===== src/rtl/fetch_stage.sv =====
// ---------------------------------------------------------------------------
// fetch_stage
//
// Instruction fetch stage in front of a 1-cycle synchronous instruction ROM
// (I_mem) that has no enable or hold control. The block owns the program
// counter, presents the ROM address, and hands decode the fetched word
// together with its PC and a valid flag.
//
// Ports
//   Clk_In         in   1      clock, all state on the rising edge
//   Reset_In       in   1      synchronous, active-high reset
//   Stall_In       in   1      hold the current instruction and PC
//   Branch_In      in   1      redirect fetch to Branch_Add_In (beats Stall_In)
//   Branch_Add_In  in   ASIZE  redirect target
//   Imem_Add_Out   out  ASIZE  ROM address (registered, = fetch PC)
//   Imem_Data_In   in   ISIZE  ROM data, word at the address latched last edge
//   Instr_Out      out  ISIZE  instruction to decode (0 when not valid)
//   PC_Out         out  ASIZE  address of Instr_Out
//   PC_Next_Out    out  ASIZE  PC_Out + 1, wraps modulo 2^ASIZE
//   Valid_Out      out  1      Instr_Out / PC_Out carry a real instruction
//
// Flow control towards decode: Valid_Out qualifies Instr_Out/PC_Out in the
// cycle they are shown. There is no ready signal; instead Stall_In sampled
// high at an edge freezes every output for the following cycle, and the
// instruction on display is delivered again until the first edge at which
// Stall_In is low. Branch_In sampled high at an edge drops Valid_Out for
// exactly one cycle and the target is shown after the next edge.
//
// Pipeline view:
//   f_pc_q  : address presented to the ROM this cycle.
//   d_pc_q  : address whose data is on Imem_Data_In this cycle.
//   d_valid_q, hold_instr_q, hold_active_q : in-flight validity and the
//   stall capture of the ROM word.
// ---------------------------------------------------------------------------
module fetch_stage #(
  parameter int               ISIZE    = 18,
  parameter int               ASIZE    = 10,
  parameter logic [ASIZE-1:0] RESET_PC = '0
) (
  input  logic             Clk_In,
  input  logic             Reset_In,
  input  logic             Stall_In,
  input  logic             Branch_In,
  input  logic [ASIZE-1:0] Branch_Add_In,
  output logic [ASIZE-1:0] Imem_Add_Out,
  input  logic [ISIZE-1:0] Imem_Data_In,
  output logic [ISIZE-1:0] Instr_Out,
  output logic [ASIZE-1:0] PC_Out,
  output logic [ASIZE-1:0] PC_Next_Out,
  output logic             Valid_Out
);

  // Per-edge action, priority already resolved (reset is handled directly
  // in the register process, so only the non-reset actions appear here).
  typedef enum logic [1:0] {
    ACT_ADVANCE  = 2'd0,
    ACT_STALL    = 2'd1,
    ACT_REDIRECT = 2'd2
  } act_e;

  act_e             act;

  logic [ASIZE-1:0] f_pc_q,        f_pc_d;
  logic [ASIZE-1:0] d_pc_q,        d_pc_d;
  logic             d_valid_q,     d_valid_d;
  logic [ISIZE-1:0] hold_instr_q,  hold_instr_d;
  logic             hold_active_q, hold_active_d;

  // ---------------------------------------------------------------------
  // Action decode: redirect beats stall, stall beats advance.
  // ---------------------------------------------------------------------
  always_comb begin
    act = ACT_ADVANCE;
    if (Branch_In) begin
      act = ACT_REDIRECT;
    end else if (Stall_In) begin
      act = ACT_STALL;
    end
  end

  // ---------------------------------------------------------------------
  // Next-state logic
  // ---------------------------------------------------------------------
  always_comb begin
    f_pc_d        = f_pc_q;
    d_pc_d        = d_pc_q;
    d_valid_d     = d_valid_q;
    hold_instr_d  = hold_instr_q;
    hold_active_d = hold_active_q;

    case (act)
      ACT_REDIRECT: begin
        // The read launched at this edge still uses the old f_pc_q; it is
        // wrong-path, so the in-flight slot is marked invalid. d_pc_q is
        // left alone since nothing valid is being shown.
        f_pc_d        = Branch_Add_In;
        d_valid_d     = 1'b0;
        hold_active_d = 1'b0;
      end

      ACT_STALL: begin
        // The ROM keeps no output of its own: after this edge it shows
        // mem[f_pc_q] rather than the word decode is looking at, so the
        // current word is captured once, on the first stalled edge. While
        // stalled the ROM keeps re-reading f_pc_q, which is exactly the
        // word needed at the release edge.
        if (!hold_active_q) begin
          hold_instr_d  = Imem_Data_In;
          hold_active_d = 1'b1;
        end
      end

      default: begin
        d_pc_d        = f_pc_q;
        d_valid_d     = 1'b1;
        f_pc_d        = f_pc_q + ASIZE'(1);
        hold_active_d = 1'b0;
      end
    endcase
  end

  // ---------------------------------------------------------------------
  // State registers with synchronous reset
  // ---------------------------------------------------------------------
  always_ff @(posedge Clk_In) begin
    if (Reset_In) begin
      f_pc_q        <= RESET_PC;
      d_pc_q        <= RESET_PC;
      d_valid_q     <= 1'b0;
      hold_instr_q  <= '0;
      hold_active_q <= 1'b0;
    end else begin
      f_pc_q        <= f_pc_d;
      d_pc_q        <= d_pc_d;
      d_valid_q     <= d_valid_d;
      hold_instr_q  <= hold_instr_d;
      hold_active_q <= hold_active_d;
    end
  end

  // ---------------------------------------------------------------------
  // Outputs: registers plus the ROM data only; no path from Stall_In or
  // Branch_In.
  // ---------------------------------------------------------------------
  always_comb begin
    Instr_Out = '0;
    if (d_valid_q) begin
      Instr_Out = hold_active_q ? hold_instr_q : Imem_Data_In;
    end
  end

  assign Imem_Add_Out = f_pc_q;
  assign PC_Out       = d_pc_q;
  assign PC_Next_Out  = d_pc_q + ASIZE'(1);
  assign Valid_Out    = d_valid_q;

endmodule


===== config.mk =====
export PLATFORM = sky130hd
export DESIGN_NAME = fetch_stage
export DESIGN_NICKNAME = d
export VERILOG_FILES = /design/src/rtl/fetch_stage.sv
export SDC_FILE = /design/constraint.sdc
export NUM_CORES = 1
export LEC_CHECK = 0
export ABC_CLOCK_PERIOD_IN_PS = 1720
export BUFFER_PORTS_ARGS = -buffer_cell sky130_fd_sc_hd__buf_2
export CAP_MARGIN = 15
export CORE_MARGIN = 3
export CORE_UTILIZATION = 48
export DETAILED_ROUTE_END_ITERATION = 6
export PLACE_DENSITY = 0.79
export SYNTH_ARGS = -nofsm -noshare
export SYNTH_HDL_FRONTEND = slang
export SYNTH_SLANG_ARGS = --single-unit

===== constraint.sdc =====
create_clock -name Clk_In -period 1.72 [get_ports Clk_In]
set_clock_uncertainty 0.2 [all_clocks]
set_input_delay 0.086 -clock Clk_In [delete_from_list [all_inputs] [get_ports Clk_In]]
set_output_delay 0.086 -clock Clk_In [all_outputs]
set_load 0.005 [all_outputs]

==> qor.txt <==
outcome -> completed
Top Family by Delay on Critical Path -> flip-flops
GRT busiest layer -> met2
setup slack at placement -> 51.2 ps
Post-Route WL -> 5830 µm
global routing met3 resource utilization -> 6.31%
launching point of the worst reg2reg path -> Imem_Add_Out[3]
Total Negative Setup Slacks -> 0 ps
type of origin of the critical path -> flip-flop
Min-Delay Path Class -> input port to flip-flop
final period utilization -> 94.6%
total number of yosys warnings -> 0
placement row count -> 23
highest achievable clock rate -> 0.615 GHz
Antenna Violating Nets Remaining -> 0
vias per cell -> 5.30
share of synthesized area occupied by flip-flops and latches -> 39.1%
max-cap viol count -> 0
Reg2Reg Depth -> 3
Post-synth top cells -> sky130_fd_sc_hd__nand2_1, sky130_fd_sc_hd__dfxtp_1, sky130_fd_sc_hd__a21oi_1, sky130_fd_sc_hd__nor2_1, sky130_fd_sc_hd__mux2i_1
detailed-route wire length per cell -> 13.9 µm
Mapped Nets -> 293
CP max FO -> 5
Critical Path Slowest Stage Cell -> sky130_fd_sc_hd__dfxtp_2
Remaining DRCs -> 0
IR drop worst, VDD -> 0.504 mV
ys flop type -> sky130_fd_sc_hd__dfxtp_1
worst slew margin relative to its limit -> 58.5%
fillcell total -> 323
met1 Usage GRT -> 28.4%
source-to-sink clock delay at the later pin of the worst-skew pair -> 300 ps
sequential power share -> 50.3%
number of port buffers -> 80
combinational share of power -> 17.2%
per-instance average area after synthesis -> 7.91 µm²
clock tree from TritonCTS -> done
count of pins on the block boundary -> 81
async set-reset flop share out of synthesis -> 0%
fraction of power spent switching nets -> 27.2%
total count of max-transition violations in the final report -> 0
cell type contributing the most total cell area after synthesis -> sky130_fd_sc_hd__dfxtp_1
htree depth -> 2
count of vias placed by the detailed router -> 2,227
top cells by area in the synthesized netlist -> sky130_fd_sc_hd__dfxtp_1, sky130_fd_sc_hd__nand2_1, sky130_fd_sc_hd__mux2i_1
worst reg2reg path endpoint -> Imem_Add_Out[5]
clock share of power -> 32.4%
hold violation count in the final report -> 0
starting density of the core -> 50.5%
Detailed Routing Iterations Pass 1 -> 6
Worst path max stage delay -> 400 ps
Total Routing Usage GR -> 23.4%
startpoint of the most critical hold path -> Branch_In
met2 Track Usage GR -> 38.8%
distinct cell type count after synthesis -> 41
power density normalized to cell area -> 686 nW/µm²
first-pass GRT wire length -> 9610 µm
Chip Width -> 71.3 µm
transition time at the pin with the least slew margin -> 622 ps
cts bufs inserted -> 5
static power due to leakage -> 1.28 nW
overall die height -> 71.3 µm
Bufs on Longest Clock Path -> 2
required time of the critical path -> 1430 ps
Mapped Area -> 2050 µm²
top-count cell post-synth -> sky130_fd_sc_hd__nand2_1
min Tclk post-route -> 1630 ps
data arrival time of the critical path -> 1340 ps
maximum number of pins on one net before global-route repair -> 42
Register-to-Register Setup Slack -> 140 ps
number of enable flip-flop cells after synthesis -> 0
CTS clock-pin slew for the worst setup and hold paths -> 70 ps
Worst Setup Path Type -> flip-flop to output port
number of cells on the worst hold path -> 3
series of cell instances along the critical path -> and4_1 -> nand4_1 -> xnor2_1 -> buf_2
core region area -> 4060 µm²
crit path setup slack, layout -> 93.1 ps
initial detailed-routing violation count -> 178
DIE AREA -> 5090 µm²
worst min-delay path endpoint -> Imem_Add_Out[7]
# nets final -> 403
Mapped Cells -> 259
core occupancy in the finished layout -> 73.1%
type of destination of the critical path -> output port
Bufs and invs on worst path -> 1
Routability Congestion -> 0.850
register bit total from synthesis -> 40
number of endpoints failing setup at the final stage -> 0
relative area change from synthesis to final layout -> 44.7%
vias in the first global route -> 2,125
antenna violations before repair -> 0
cell at the root of the clock tree -> sky130_fd_sc_hd__clkbuf_8
total half-perimeter wirelength after legalization and detailed placement -> 3480 µm
area share of the largest cell type after synthesis -> 39.1%
clock tree sinks -> 40
cell-internal power -> 1.48 mW
# diodes -> 0
share of layout cells above drive strength 1 -> 30.3%
switching power total -> 553 µW
global-route congestion overflow total -> 0
[kinds of logic (layout without fill, tap and decap cells)]
kind of cell,count (synthesis),after routing,share of synthesized area (%)
and+or+nand+nor,124,124,28.5
AOI/OAI and AO/OA,43,43,12.5
DFF,40,40,39.1
buffers and inverters,20,131,4.70
muxes,19,19,9.34
xor gates and xnor gates,11,11,4.70
adders and majority gates,2,2,1.22
[cell usage in the layout (no fill, tap or decap), drive strengths merged, types with 3 or more instances in the layout]
master	netlist	layout
dlygate4sd3	0	34
dfxtp	40	40
inv	3	3
xnor2	7	7
nor3b	3	3
and4	4	4
nor2	27	27
xor2	4	4
clkbuf	6	7
nand3	4	4
a21oi	30	30
mux2i	18	18
nand2	67	67
buf	10	85
nand4b	3	3
a2111oi	3	3
a211oi	5	5
[tightest hold or removal path, stage by stage]
cell and delay (ps):
sky130_fd_sc_hd__buf_2 180, sky130_fd_sc_hd__nor2b_1 130, sky130_fd_sc_hd__a2111oi_1 80
[through the flow]
step           hold slack (ps)  instances  cell area (µm²)  power, mW
2_1_floorplan            -25.4        259             2050       1.20
3_3_place_gp               138        378             2470       1.32
3_5_place_dp               146        378             2470       1.32
4_1_cts                   37.9        420             2920       2.02
5_1_grt                   81.2        420             2970       2.13
6_report                  39.1        420             2970       2.04
[worst max-delay path by stage]
stage                         start              end  slack, ps  cells past startpoint
floorplan           Imem_Add_Out[0]  Imem_Add_Out[8]        200                      4
global placement    Imem_Add_Out[0]  Imem_Add_Out[8]        150                      4
detailed placement  Imem_Add_Out[0]  Imem_Add_Out[8]         50                      4
CTS                       PC_Out[2]   PC_Next_Out[9]         30                      4
global route              PC_Out[3]   PC_Next_Out[9]         -2                      4
finish                    PC_Out[3]   PC_Next_Out[9]         90                      4
[power by group through the flow]
stage | Clock (mW) | Sequential [mW] | Combinational (mW)
after floorplan | 0 | 1.03 | 0.172
after global placement | 0 | 1.04 | 0.277
after detailed placement | 0 | 1.04 | 0.280
after CTS | 0.662 | 1.02 | 0.341
after global routing | 0.708 | 1.03 | 0.387
final | 0.660 | 1.02 | 0.350
[timing repair]
item / in CTS / in global routing
hold endpoints to repair: 30 / 0
pin swaps: 1 / 1
setup endpoints to repair: 11 / 8
hold buffers: 34 / 0
setup buffers: 0 / 0
gates resized for setup: 6 / 14
[sequential cells by signal, indices dropped and copies added, names as in the netlist]
name,flops
hold_active_q,1
hold_instr_q,18
Valid_Out,1
Imem_Add_Out,10
PC_Out,10
[per-layer routing]
metal | vias to the layer above | wire length [µm]
met2 | 72 | 2810
met3 | 18 | 325
met5 | - | 0
met1 | 1028 | 2490
met4 | 0 | 199
li1 | 1109 | -
[cell type report]
cell class	count	area, µm²	share of cell area, %
Sequential cell	40	816	27.5
Timing Repair Buffer	119	782	26.4
Tap cell	50	62.6	2.11
Multi-Input combinational cell	199	1190	40.3
Clock inverter	1	7.51	0.253
Inverter	4	16.3	0.549
Clock buffer	7	86.3	2.91
(Power assumes the default switching activity.)
